[config.mk]
export PLATFORM = sky130hd
export DESIGN_NAME = rr_grant_arbiter
export DESIGN_NICKNAME = d
export VERILOG_FILES = /design/src/rtl/rr_grant_arbiter_pkg.sv /design/src/rtl/rr_grant_arbiter_pri_select.sv /design/src/rtl/rr_grant_arbiter.sv
export SDC_FILE = /design/constraint.sdc
export NUM_CORES = 1
export LEC_CHECK = 0
export ABC_AREA = 0
export CAP_MARGIN = 30
export CORE_ASPECT_RATIO = 1.2
export CORE_MARGIN = 4
export CORE_UTILIZATION = 48
export CTS_CLUSTER_SIZE = 20
export DETAILED_ROUTE_END_ITERATION = 10
export PLACE_DENSITY = 0.76
export SKIP_CTS_REPAIR_TIMING = 1
export SYNTH_ARGS = -nofsm -noshare
export SYNTH_HDL_FRONTEND = slang
export SYNTH_HIERARCHICAL = 1
export SYNTH_SLANG_ARGS = --single-unit
[constraint.sdc]
create_clock -name clk -period 2.7 [get_ports clk]
set_input_delay 0.81 -clock clk [delete_from_list [all_inputs] [get_ports clk]]
set_output_delay 0.81 -clock clk [all_outputs]
set_load 0.05 [all_outputs]
[src/rtl/rr_grant_arbiter_pkg.sv]
// Shared definitions for the round-robin grant arbiter.
// Contents: FSM state encoding and a compile-time ceil(log2) helper
// used to size the pointer and the hold counter.
package rr_grant_arbiter_pkg;

    typedef enum logic {
        ST_IDLE  = 1'b0,
        ST_GRANT = 1'b1
    } state_t;

    // Ceiling log2; log2(0) and log2(1) both return 0.
    function automatic int log2(input int value);
        int r;
        r = 0;
        for (int i = 0; i < 31; i++) begin
            if ((1 << i) < value) begin
                r = i + 1;
            end
        end
        return r;
    endfunction

endpackage

[src/rtl/rr_grant_arbiter_pri_select.sv]
// Round-robin priority select: lowest set req bit at index >= ptr, else
// lowest set bit overall (wrap). Purely combinational.
// Ports: req/ptr in; win (one-hot or zero) and any (|req) out.
module rr_pri_select #(
    parameter int NUM_REQ = 8,
    parameter int PTR_W   = 3
) (
    input  logic [NUM_REQ-1:0] req,
    input  logic [PTR_W-1:0]   ptr,
    output logic [NUM_REQ-1:0] win,
    output logic               any
);

    logic [NUM_REQ-1:0] mask;
    logic [NUM_REQ-1:0] masked;

    // Thermometer mask keeping only indices at or above the pointer.
    always_comb begin
        mask = '0;
        for (int i = 0; i < NUM_REQ; i++) begin
            mask[i] = (i >= int'(ptr));
        end
    end

    assign masked = req & mask;

    // x & -x isolates the lowest set bit, so the result is one-hot or zero.
    assign win = (|masked) ? (masked & (~masked + NUM_REQ'(1)))
                           : (req    & (~req    + NUM_REQ'(1)));
    assign any = |req;

endmodule

[src/rtl/rr_grant_arbiter.sv]
// Round-robin arbiter with registered one-hot grant, hold/lock and bounded tenure.
// Ports: clk, rst (async, active-high), ena gates new grants, req vector in;
// registered gnt (zero or one-hot), gnt_vld (=|gnt), gnt_new (pulse per new grant).
module rr_grant_arbiter
    import rr_grant_arbiter_pkg::*;
#(
    parameter int NUM_REQ  = 8,
    parameter int MAX_HOLD = 16,
    parameter int CNT_W    = log2(MAX_HOLD) + 1
) (
    input  logic               clk,
    input  logic               rst,
    input  logic               ena,
    input  logic [NUM_REQ-1:0] req,
    output logic [NUM_REQ-1:0] gnt,
    output logic               gnt_vld,
    output logic               gnt_new
);

    localparam int             PTR_W    = (NUM_REQ > 1) ? log2(NUM_REQ) : 1;
    localparam logic [CNT_W-1:0] HOLD_MAX = CNT_W'(MAX_HOLD);

    state_t             state, state_nxt;
    logic [PTR_W-1:0]   ptr, ptr_nxt;
    logic [CNT_W-1:0]   hold_cnt, hold_cnt_nxt;
    logic [NUM_REQ-1:0] gnt_nxt;
    logic               gnt_new_nxt;

    logic [NUM_REQ-1:0] cand;
    logic [NUM_REQ-1:0] win;
    logic               win_any;
    logic [PTR_W-1:0]   win_idx;
    logic [PTR_W-1:0]   win_ptr;
    logic               owner_req;
    logic               timeout;
    logic               do_arb;

    // Masking the current owner serves both cases: on release its req bit is
    // already low, and on preemption it must be excluded. In IDLE gnt is zero.
    assign cand = req & ~gnt;

    rr_pri_select #(
        .NUM_REQ (NUM_REQ),
        .PTR_W   (PTR_W)
    ) u_sel (
        .req (cand),
        .ptr (ptr),
        .win (win),
        .any (win_any)
    );

    assign owner_req = |(req & gnt);
    assign timeout   = (MAX_HOLD != 0) && (hold_cnt == HOLD_MAX) && ena && win_any;

    always_comb begin
        win_idx = '0;
        for (int i = 0; i < NUM_REQ; i++) begin
            if (win[i]) begin
                win_idx = PTR_W'(i);
            end
        end
        win_ptr = (win_idx == PTR_W'(NUM_REQ - 1)) ? '0 : win_idx + PTR_W'(1);
    end

    always_comb begin
        state_nxt    = state;
        gnt_nxt      = gnt;
        gnt_new_nxt  = 1'b0;
        ptr_nxt      = ptr;
        hold_cnt_nxt = hold_cnt;
        do_arb       = 1'b0;

        case (state)
            ST_IDLE: begin
                if (ena && win_any) begin
                    do_arb = 1'b1;
                end
            end
            ST_GRANT: begin
                if (owner_req && !timeout) begin
                    if ((MAX_HOLD != 0) && (hold_cnt != HOLD_MAX)) begin
                        hold_cnt_nxt = hold_cnt + CNT_W'(1);
                    end
                end else if (ena && win_any) begin
                    do_arb = 1'b1;
                end else begin
                    state_nxt    = ST_IDLE;
                    gnt_nxt      = '0;
                    hold_cnt_nxt = '0;
                end
            end
            default: begin
                state_nxt    = ST_IDLE;
                gnt_nxt      = '0;
                hold_cnt_nxt = '0;
            end
        endcase

        if (do_arb) begin
            state_nxt    = ST_GRANT;
            gnt_nxt      = win;
            gnt_new_nxt  = 1'b1;
            hold_cnt_nxt = CNT_W'(1);
            ptr_nxt      = win_ptr;
        end
    end

    always_ff @(posedge clk or posedge rst) begin
        if (rst) begin
            state    <= ST_IDLE;
            gnt      <= '0;
            gnt_vld  <= 1'b0;
            gnt_new  <= 1'b0;
            ptr      <= '0;
            hold_cnt <= '0;
        end else begin
            state    <= state_nxt;
            gnt      <= gnt_nxt;
            gnt_vld  <= |gnt_nxt;
            gnt_new  <= gnt_new_nxt;
            ptr      <= ptr_nxt;
            hold_cnt <= hold_cnt_nxt;
        end
    end

endmodule

==> results of run 1 <==
## cell type report
type | count | area, sq um
inverter | 8 | 30.03
fill | 166 | 493.0
timing repair buffer | 86 | 703.2
multi-input combinational | 122 | 1040
clock inverter | 1 | 5.005
tap | 34 | 42.54
clock buffer | 3 | 22.52
sequential | 19 | 475.5
## state kept, by name (all words and copies together) (netlist names)
| register | cells |
|---|---|
| gnt | 8 |
| gnt_vld | 1 |
| hold_cnt | 5 |
| gnt_new | 1 |
| state | 1 |
| ptr | 3 |
## synth_stat cells, types with 3 or more instances
cell type	instances
dfrtp_1	19
a32o_1	4
nor2b_1	9
ha_1	4
a22oi_2	5
nor2_1	17
nor4_1	3
o21ai_0	4
inv_1	8
nand2_1	18
a22o_1	8
nor3_1	4
a21oi_1	4
## power groups by stage
stage | sequential (mW) | combinational, mW | clock (mW)
after global routing | 0.574 | 2.51 | 0.162
after floorplan | 0.743 | 1.00 | 0
after CTS | 0.546 | 2.00 | 0.145
after global placement | 0.545 | 1.93 | 0
after detailed placement | 0.552 | 1.99 | 0
final | 0.561 | 2.37 | 0.149
## critical path: stages
cell and delay, ns:
dlymetal6s2s_1 0.13, nor2b_4 0.14, nor2b_2 0.17, a22o_1 0.30, nor4_4 0.28, a32o_2 0.27
inv_1 0.06, a21oi_2 0.12, nor2_1 0.05, o21bai_1 0.22, ha_2 0.23, ha_4 0.19
mux2_4 0.25
## stage by stage
stage,power (mW),utilization
6_report,3.085,0.8247
5_1_grt,3.248,0.8247
4_1_cts,2.694,0.7499
3_5_place_dp,2.543,0.7401
3_3_place_gp,2.473,0.7401
2_1_floorplan,1.744,-
## worst paths after layout
check	from	to	depth (start not counted)
max in group asynchronous	rst	ptr[0]$_DFFE_PP0P_	2
min in group asynchronous	rst	gnt[5]$_DFF_PP0_	2
hold / removal	hold_cnt[4]$_DFFE_PP0P_	hold_cnt[4]$_DFFE_PP0P_	2
hold reg to reg	hold_cnt[4]$_DFFE_PP0P_	hold_cnt[4]$_DFFE_PP0P_	2
setup reg to reg	ptr[1]$_DFFE_PP0P_	ptr[2]$_DFFE_PP0P_	11
setup / recovery	req[2]	ptr[2]$_DFFE_PP0P_	13
## cells by family (layout without fill, tap and decap cells)
family | count (synthesis) | in the layout
buffers and inverters | 13 | 98
XOR/XNOR | 2 | 2
adder cells (fa/ha/maj) | 4 | 4
flip-flops | 19 | 19
multiplexers | 3 | 3
AND/OR/NAND/NOR | 66 | 66
AO/OA/AOI/OAI | 47 | 47
## metal layers
metal  track usage  vias up
li1              -      747
met1        0.2822      808
met2        0.4590       71
met3       0.01721       30
met4       0.09855        0
met5             0        -
==> results, run 1 <==
- The main combinational cell family by area after synthesis is compound AO/OA/AOI/OAI gates.
- The share of total power in the clock network is 0.048.
- The total overflow left after global routing is 0.
- The dominant register cell in the synthesized netlist is dfrtp_1.
- The wire length reported by the detailed router is 5.614 mm.
- The fraction of layout cells with a size suffix above 1 is 0.4895.
- Hold is met by roughly 0.57 ns.
- The pin count of the biggest net entering global routing is 20.
- In the final design database the tool counted 255 nets.
- Based on the critical path, the design can be clocked at up to between 300 and 400 MHz.
- The share of total power dissipated in combinational logic is 0.770.
- The dominant cell type by area after synthesis is dfrtp_1.
- After detailed routing, the met3 layer carries around 240 um of wire.
- The tightest slew margin relative to the limit is 0.5170.
- In the post-synthesis netlist, the biggest area contributors are dfrtp_1, a22o_1, nand2_1, nor2_1, a22oi_2.
- CTS built an H-tree with a depth of 1.
- For this design, the sink count on the clock tree is 19.
- The library cells used most frequently in the layout, excluding fill and tap cells, are buf_4, dfrtp_1, nand2_1, nor2_1, clkdlybuf4s50_1.
- The per-cell via count in the routed design is just over 6.
- Yosys mapped a number of flops with a built-in enable equal to 0.
- The tree is rooted in a clkbuf_4.
- The run finished, with violations left.
- The max-slew violation count is 0.
- The combined global-route utilization of all metal layers is 0.2435.
- Compared with the post-synthesis result, the final layout area differs by 63.69%.
- The count of buffers added on input and output ports is 20.
- TritonCTS built the clock tree.
- The xor/xnor cell area share of the yosys netlist is 0.01237.
- The via count of the first global-routing pass came to roughly 1600.
- The analysis attributes to net switching a power of around 1.5 mW.
- The number of cells produced by synthesis is approximately 150.
- After clock tree synthesis, the clock-pin slew on the worst setup and hold paths is ~0.12 ns.
- In the detailed route, the total length drawn on met2 is between 3 and 4 mm.
- The die footprint is between 3000 and 4000 sq um.
- Summed over all failing endpoints, the final setup total negative slack is -0.7562 ns.
- The shortest clock period the worst path allows after layout is approximately 3.0 ns.
- For this run, design rule violations remaining after detail routing come to 0.
- The initial cell density of the core is 0.5038.
- The path class of the tightest hold or removal check is reg -> reg.
- The finished cells cover 2318 sq um.
- The checks that failed: setup timing.
- The setup-violating endpoint count in the final report is 3.
- The power per cell area is about 1300 nW/um^2.
- Yosys printed 6 warnings.
- The cell area after placement is 2081 sq um.
- Of the total synthesized cell area, the portion taken by full adders, half adders and majority gates is 0.03534.
- After synthesis, the share of cell area in mux cells is 0.02827.
- For this run, the register share of the synthesized area comes to 0.3357.
- Of the total power, the share spent switching nets is 0.4934.
- In this run the top signal layer used is met4.
- The highest fanout seen on the critical path is 5.
- The via count is around 1700.
- The pre-antenna-repair detailed-routing pass consisted of 4 iterations.
- The latest clock arrival within the worst-skew pair is 0.31 ns.
- After the flow finishes, the layout carries non-filler instances totaling around 270.
- STA puts the critical path data arrival time at between 3 and 4 ns.
- The transition time of the tightest slew-check pin is around 0.72 ns.
- After detailed routing, the wire length on met1 is slightly above 2 mm.
- The share of power burned in registers is 0.182.
- The number of endpoints with negative hold slack in the final report is 0.
- The number of design-rule violations left by the first detailed-router iteration is about 110.
- The die outline width is approximately 58 um.
- The global-route wire length before repair is around 7.3 mm.
- The largest buffer count on any clock path is 2.
- The area of the mapped netlist is between 1000 and 1500 sq um.
- Of the total synthesized cell area, the portion taken by AND, OR, NAND and NOR gates is 0.2544.
- The data required time at the worst endpoint is 2.90 ns.
- The slack of the worst reg-to-reg path is -0.21 ns.
- The antenna cell count is 0.
- The average detailed-routed wire length per instance is between 20 and 25 um.
- The number of instances in the placed design is around 260.
- The number of buffers created by CTS is 3.
- The number of nets still failing antenna checks after routing is 0.
- Counting flops with an async set or reset pin after synthesis yields a share of 1.000.
- The final weighted congestion in routability-driven placement is roughly 0.99.
- The number of rows created at floorplan is 21.
- The setup clock skew after layout is between 0.01 and 0.015 ns.
- The internal power of the cells totals roughly 1.6 mW.
- The final worst setup slack is -0.3322 ns.
- The capturing element type of the critical path is a flip-flop.
- Across the run, the number of max-cap violations was 0.
- The pre-CTS setup slack is -0.9270 ns.
- The I/O pin total is 21.
- Dividing the final minimum period by the clock period gives 1.123.
- Setup repair after global routing could not meet its margin everywhere.
- The worst-case IR drop observed on VDD is 837.5 uV.
- STA classifies the critical path startpoint as a primary input.
- The fraction of the mapped netlist area in compound gates is 0.2898.
- The die is roughly 68 um tall.
- In this run the mean area of a mapped cell was slightly above 9 sq um.
- The setup path with the least slack is of type in -> reg.
- The register bit count reported by yosys is 19.
- The number of nets handed over by synthesis was about 170.
- The number of different library cells used by synthesis comes to 49.
- The total core area is 2811 sq um.
- The reported leakage power is 1.143 nW.
- The most common cell after layout, fill and taps aside is buf_4.
- The initial antenna violation count is 0.
- Detailed placement ended at an HPWL of 3.591 mm.
- The area fraction of the dominant cell type after synthesis is 0.3357.
(Power assumes the default switching activity.)
==> run 2, diff against run 1 <==
--- a/config.mk
+++ b/config.mk
@@ -9,12 +9,14 @@
 export CAP_MARGIN = 30
 export CORE_ASPECT_RATIO = 1.2
 export CORE_MARGIN = 4
-export CORE_UTILIZATION = 48
+export CORE_UTILIZATION = 40
 export CTS_CLUSTER_SIZE = 20
 export DETAILED_ROUTE_END_ITERATION = 10
-export PLACE_DENSITY = 0.76
+export GPL_TIMING_DRIVEN = 0
+export PLACE_DENSITY = 0.65
 export SKIP_CTS_REPAIR_TIMING = 1
 export SYNTH_ARGS = -nofsm -noshare
 export SYNTH_HDL_FRONTEND = slang
 export SYNTH_HIERARCHICAL = 1
 export SYNTH_SLANG_ARGS = --single-unit
+export TNS_END_PERCENT = 100
==> results, run 2 (synthesized netlist as in run 1, its figures left out) <==
- The fmax is 336.0 MHz (+1.9%).
- The via count came to 1408 (-15%).
- The number of design-rule violations left by the first detailed-router iteration is 69 (-39%).
- The number of nets still failing antenna checks after routing came to 0 (unchanged).
- The number of sinks handled by clock tree synthesis is 19 (unchanged).
- The data required time at the worst endpoint is 2.84 ns (-0.06 ns).
- The clock-pin transition on the worst setup and hold timing paths is 0.07 ns (-0.05 ns).
- The core occupancy in the finished layout came to 0.5961 (-0.2286).
- The share of total power in the clock network came to 0.074 (+0.026).
- The met3 usage is 0.01849 (+0.001282).
- The number of levels in the clock H-tree is 1 (unchanged).
- The worst setup path is of the in -> reg kind.
- In the layout the commonest cells are buf_4, dfrtp_1, nand2_1, nor2_1, clkdlybuf4s50_1.
- The final HPWL from detailed placement was 2.864 mm (-20%).
- The pin count of the biggest net entering global routing is 20 (unchanged).
- The number of buffers created by CTS is 3 (unchanged).
- The via count of the first global-routing pass is 1338 (-15%).
- The I/O pin total is 21 (unchanged).
- The number of nets in the layout came to 214 (-16%).
- The latest clock arrival within the worst-skew pair is 0.26 ns (-0.05 ns).
- In the final layout, the registers with the most flip-flops are gnt x8, hold_cnt x5, ptr x3.
- The cell count of the worst reg-to-reg path is 10 (-1).
- The number of instances in the placed design is 211 (-19%).
- The total core area was 3367 sq um (+20%).
- The number of rows created at floorplan is 23 (+9.5%).
- The fill cell instance count of the final layout is 290 (+75%).
- The classification of the worst-slack hold path is reg -> reg.
- The setup-violating endpoint count in the final report is 3 (unchanged).
- The net switching share of the total power is 0.4929 (-0.0005737).
- The tightest slew margin relative to the limit is 0.5233 (+0.006288).
- The initial antenna violation count is 0 (unchanged).
- The final design area excluding fillers is 2007 sq um (-13%).
- The combined global-route utilization of all metal layers is 0.1719 (-0.07161).
- The count of max-cap constraint violations was 0 (unchanged).
- In this run the most used layer during global routing was met2.
- The die outline width is 62.32 um (+8.2%).
- The first-pass iteration count of the detailed router is 4 (unchanged).
- The DRC violation count after routing is 0 (unchanged).
- The share of power burned in registers is 0.210 (+0.028).
- The initial cell density of the core is 0.4207 (-0.08312).
- The number of endpoints with negative hold slack in the final report is 0 (unchanged).
- The die footprint was 4561 sq um (+17%).
- The worst setup path is captured at a flip-flop.
- The average detailed-routed wire length per instance is 17.36 um (-16%).
- The wire length reported by the detailed router is 4.079 mm (-27%).
- The final weighted congestion in routability-driven placement came to 0.8993 (-9.0%).
- The maximum vdd drop is 819.3 uV (-2.2%).
- The met1 usage in global routing was 0.2282 (-0.05398).
- The reported leakage power came to 0.9538 nW (-17%).
- The fraction of layout cells with a size suffix above 1 is 0.3636 (-0.1259).
- The flip-flop count of the largest register after layout is 8 (unchanged).
- The arrival time reported for the critical path endpoint was 3.12 ns (-0.11 ns).
- The shortest clock period the worst path allows after layout came to 2.976 ns (-0.05611 ns).
- The global-route wire length before repair is 6.465 mm (-12%).
- The y dimension of the die is 73.19 um (+8.4%).
- The cell at the root of the clock tree is clkbuf_8.
- Setup repair after global routing could not meet its margin everywhere.
- The power per cell area came to 1337 nW/um^2 (+0.48%).
- The layout overhead on the synthesized area is 41.70%.
- The share of the clock period used by the worst path is 1.102 (-0.02078).
- The non-filler instance count after layout is 235 (-14%).
- The antenna cell count came to 0 (unchanged).
- The net switching power came to 1.322 mW (-13%).
- The internal power summed over all cells is 1.361 mW (-13%).
- The accumulated negative setup slack is -0.5781 ns (+0.1781 ns).
- The most common cell after layout, fill and taps aside is buf_4.
- The per-cell via count in the routed design is 5.991 (-1.2%).
- The total global routing overflow is 0 (unchanged).
- The cell area after placement was 1697 sq um (-18%).
- The max-slew violation count is 0 (unchanged).
- The transition time of the tightest slew-check pin came to 0.7143 ns (-0.009422 ns).
- The count of cells along the worst hold path is 1 (-1).
- The met2 routing resource usage after global routing is 0.2926 (-0.1664).
- The final reports fail on setup timing.
- The highest fanout seen on the critical path is 5 (unchanged).
- The power share of the combinational group came to 0.717 (-0.053).
- The largest buffer count on any clock path is 2 (unchanged).
- The register containing the most flip-flops in the final layout is gnt.
- The final worst setup slack is -0.2761 ns (+0.05611 ns).
- The count of input and output buffers is 20 (unchanged).
- The setup clock skew after layout is 0.001869 ns (-0.009397 ns).
- The TritonCTS clock tree is yes.
- The run finished, with violations left.
- The element type at the critical path start is a primary input.
==> run 2: routing by layer <==
metal / vias up / share of wire
met1: 691 / 0.41
met5: - / 0
met4: 0 / 0.027
met3: 14 / 0.041
li1: 665 / -
met2: 38 / 0.52
==> run 2: layout make-up <==
class | count | area [sq um] | share of cell area
repair buffers | 41 | 360.3 | 0.1796
well taps | 37 | 46.29 | 0.02307
inverters | 8 | 30.03 | 0.01496
clock buffers | 4 | 45.04 | 0.02244
plain buffers | 4 | 28.78 | 0.01434
multi-input cells | 122 | 1021 | 0.5087
flip-flops and latches | 19 | 475.5 | 0.2369
==> run 2: final timing paths <==
kind	startpoint	to	slack, ns
worst min register to register	ptr[2]$_DFFE_PP0P_	ptr[2]$_DFFE_PP0P_	0.51
worst max-delay path	req[3]	ptr[2]$_DFFE_PP0P_	-0.28
worst max register to register	gnt[0]$_DFF_PP0_	ptr[2]$_DFFE_PP0P_	-0.10
worst min-delay path	ptr[2]$_DFFE_PP0P_	ptr[2]$_DFFE_PP0P_	0.51
max in group asynchronous	rst	ptr[0]$_DFFE_PP0P_	1.28
min in group asynchronous	rst	gnt_vld$_DFF_PP0_	0.96
==> run 2: metrics by stage <==
step                      power, mW  hold WS (ns)  worst slack (ns)
after floorplan               1.744        0.4764           -0.3273
after global placement        2.117        0.4990            -1.053
after detailed placement      2.147        0.4962            -1.125
after CTS                     2.355        0.5169           -0.8566
after global routing          2.886        0.5493           -0.3440
final                         2.683        0.5126           -0.2761
==> run 2: critical path, stage by stage <==
cell      delay (ns)
clkbuf_2        0.09
nor2b_4         0.15
or4_4           0.56
nor3_4          0.20
nand2_2         0.10
a221oi_4        0.37
nor2_2          0.08
o31ai_2         0.08
ha_2            0.24
ha_4            0.19
mux2_4          0.25
==> run 2: power groups by stage <==
| stage | combinational [mW] | sequential (mW) | clock [mW] |
|---|---|---|---|
| 2_1_floorplan | 1.00 | 0.743 | 0 |
| 3_3_place_gp | 1.57 | 0.549 | 0 |
| 3_5_place_dp | 1.59 | 0.553 | 0 |
| 4_1_cts | 1.60 | 0.549 | 0.202 |
| 5_1_grt | 2.09 | 0.583 | 0.217 |
| 6_report | 1.92 | 0.562 | 0.198 |
==> run 3, diff against run 2 <==
--- a/config.mk
+++ b/config.mk
@@ -9,11 +9,11 @@
 export CAP_MARGIN = 30
 export CORE_ASPECT_RATIO = 1.2
 export CORE_MARGIN = 4
-export CORE_UTILIZATION = 40
+export CORE_UTILIZATION = 48
 export CTS_CLUSTER_SIZE = 20
 export DETAILED_ROUTE_END_ITERATION = 10
 export GPL_TIMING_DRIVEN = 0
-export PLACE_DENSITY = 0.65
+export PLACE_DENSITY = 0.76
 export SKIP_CTS_REPAIR_TIMING = 1
 export SYNTH_ARGS = -nofsm -noshare
 export SYNTH_HDL_FRONTEND = slang
==> results, run 3 (synthesized netlist as in run 1, its figures left out) <==
- The arrival time reported for the critical path endpoint came to 3.28 ns (+0.16 ns).
- The tree is rooted in a clkbuf_4.
- The per-cell via count in the routed design is 6.451 (+7.7%).
- The total power is 2.631 mW (-2.0%).
- The number of nets still failing antenna checks after routing is 0 (unchanged).
- The setup-violating endpoint count in the final report came to 3 (unchanged).
- Setup repair after global routing could not meet its margin everywhere.
- The number of levels in the clock H-tree is 1 (unchanged).
- The pin count of the biggest net entering global routing is 20 (unchanged).
- The power per cell area came to 1347 nW/um^2 (+0.74%).
- The element type at the critical path start is a primary input.
- The maximum single-stage delay on the critical path is 0.38 ns (-0.18 ns).
- TritonCTS built the clock tree.
- The final HPWL from detailed placement is 2.933 mm (+2.4%).
- The slack of the worst reg-to-reg path came to -0.24 ns (-0.14 ns).
- The maximum vdd drop is 775.2 uV (-5.4%).
- The classification of the worst-slack hold path is reg -> reg.
- The capturing element type of the critical path is a flip-flop.
- The y dimension of the die is 67.51 um (-7.8%).
- The top cell types in the final layout, fill and taps aside, are dfrtp_1, nand2_1, nor2_1, buf_4, clkdlybuf4s50_1.
- The checks that failed: setup timing.
- The total global routing overflow is 0 (unchanged).
- The initial cell density of the core is 0.5038 (+0.08312).
- The max-slew violation count is 0 (unchanged).
- The count of cells along the worst hold path is 1 (unchanged).
- The first-pass iteration count of the detailed router is 4 (unchanged).
- The worst register-to-register path begins at ptr[2]$_DFFE_PP0P_.
- The latest clock arrival within the worst-skew pair is 0.30 ns (+0.04 ns).
- The cell count of the worst reg-to-reg path was 12 (+2).
- The flip-flop count of the largest register after layout is 8 (unchanged).
- The transition time of the tightest slew-check pin is 0.7148 ns (+0.0005403 ns).
- The die outline width is 57.59 um (-7.6%).
- The number of design-rule violations left by the first detailed-router iteration was 78 (+13%).
- The critical path's slowest cell is nor4_4.
- The number of endpoints with negative hold slack in the final report was 0 (unchanged).
- The classification of the worst setup path is in -> reg.
- The highest fanout seen on the critical path is 5 (unchanged).
- The count of max-cap constraint violations was 0 (unchanged).
- The fraction of layout cells with a size suffix above 1 is 0.3421 (-0.02153).
- The I/O pin total was 21 (unchanged).
- The share of the clock period used by the worst path is 1.142 (+0.03934).
- The via count was 1445 (+2.6%).
- The register with the most flip-flops in the final layout is gnt.
- The combined global-route utilization of all metal layers came to 0.1998 (+0.02796).
- The average detailed-routed wire length per instance is 18.21 um (+4.9%).
- The most common cell after layout, fill and taps aside is dfrtp_1.
- The reg-to-reg critical path endpoint is ptr[2]$_DFFE_PP0P_.
- The setup clock skew after layout is 0.0009458 ns (-0.0009237 ns).
- The final worst setup slack was -0.3823 ns (-0.1062 ns).
- The pre-CTS setup slack is -1.177 ns (-0.05190 ns).
- The flow ran to the end, but the final reports show violations.
- The die footprint is 3887 sq um (-15%).
- The antenna cell count is 0 (unchanged).
- The fmax is 324.4 MHz (-3.4%).
- The reported leakage power is 0.9270 nW (-2.8%).
- The number of sinks handled by clock tree synthesis came to 19 (unchanged).
- The clock-pin transition on the worst setup and hold timing paths is 0.11 ns (+0.04 ns).
- The number of buffers created by CTS came to 3 (unchanged).
- The total core area is 2811 sq um (-16%).
- The final weighted congestion in routability-driven placement is 0.8257 (-8.2%).
- The count of input and output buffers was 20 (unchanged).
- The number of nets in the layout is 206 (-3.7%).
- The number of rows created at floorplan is 21 (-8.7%).
- The layout overhead on the synthesized area is 37.90%.
- The data required time at the worst endpoint is 2.90 ns (+0.06 ns).
- In the final layout, the registers with the most flip-flops are gnt x8, hold_cnt x5, ptr x3.
- The shortest clock period the worst path allows after layout came to 3.082 ns (+0.1062 ns).
- The wire length reported by the detailed router is 4.079 mm (unchanged).
- The launch point of the worst hold path is ptr[2]$_DFFE_PP0P_.
- The tightest slew margin relative to the limit came to 0.5229 (about the same).
- The DRC violation count after routing was 0 (unchanged).
- The largest buffer count on any clock path is 2 (unchanged).
- The core occupancy in the finished layout came to 0.6947 (+0.09864).
- The hold path endpoint is ptr[2]$_DFFE_PP0P_.
- The signal on the critical path passes through dlymetal6s2s_1 -> nor2b_4 -> nor2b_1 -> o22a_1 -> nor4_4 -> a32o_2 -> nand2b_4 -> a21oi_2 -> nor2_1 -> o21bai_2 -> ha_2 -> ha_4 -> mux2_4.
- The initial antenna violation count is 0 (unchanged).
- The via count of the first global-routing pass was 1324 (-1.0%).
- The global-route wire length before repair is 5.954 mm (-7.9%).
-- run 3: power breakdown --
group | switching [mW] | internal [mW]
Clock | 0.0925 | 0.0553
Combinational | 1.09 | 0.825
Sequential | 0.166 | 0.403
-- run 3: area by class of cell --
class	instances	area, sq um
Tap cell	34	42.54
Clock inverter	1	5.005
Clock buffer	3	22.52
Fill cell	210	858.3
Buffer	4	28.78
Multi-Input combinational cell	122	1040
Inverter	8	30.03
Sequential cell	19	475.5
Timing Repair Buffer	33	309.0
-- run 3: metrics by stage --
| step | hold slack (ns) | setup TNS, ns | area (sq um) | std cells |
|---|---|---|---|---|
| global placement | 0.4943 | -8.500 | 1693 | 208 |
| detailed placement | 0.4978 | -9.518 | 1693 | 208 |
| CTS | 0.5215 | -4.418 | 1720 | 212 |
| floorplan | 0.4764 | -0.8038 | 1450 | 154 |
| global route | 0.5377 | -1.129 | 1953 | 224 |
| finish | 0.5212 | -0.8502 | 1953 | 224 |
-- run 3: worst max-delay path, delay by kind of cell --
family                   cells  cell delay [ns]
AND/OR/NAND/NOR              5             0.94
multiplexers                 1             0.25
adder cells (fa/ha/maj)      2             0.44
AO/OA/AOI/OAI                4             0.67
buffers and inverters        1             0.16
-- run 3: worst max-delay path by stage --
stage / start / end / slack (ns) / cells after the start
finish: req[6] / ptr[2]$_DFFE_PP0P_ / -0.38 / 13
global route: req[6] / ptr[2]$_DFFE_PP0P_ / -0.46 / 13
CTS: req[2] / ptr[2]$_DFFE_PP0P_ / -0.86 / 13
detailed placement: req[2] / ptr[2]$_DFFE_PP0P_ / -1.18 / 13
global placement: req[0] / ptr[2]$_DFFE_PP0P_ / -1.03 / 13
floorplan: req[0] / ptr[2]$_DFFE_PP0P_ / -0.33 / 12
-- run 3: layer usage --
metal	up-vias	global-route usage	wire, um
li1	652	-	-
met1	702	0.2164	1534
met2	76	0.3771	2159
met3	15	0.02677	251
met4	0	0.09855	133
met5	-	0	0
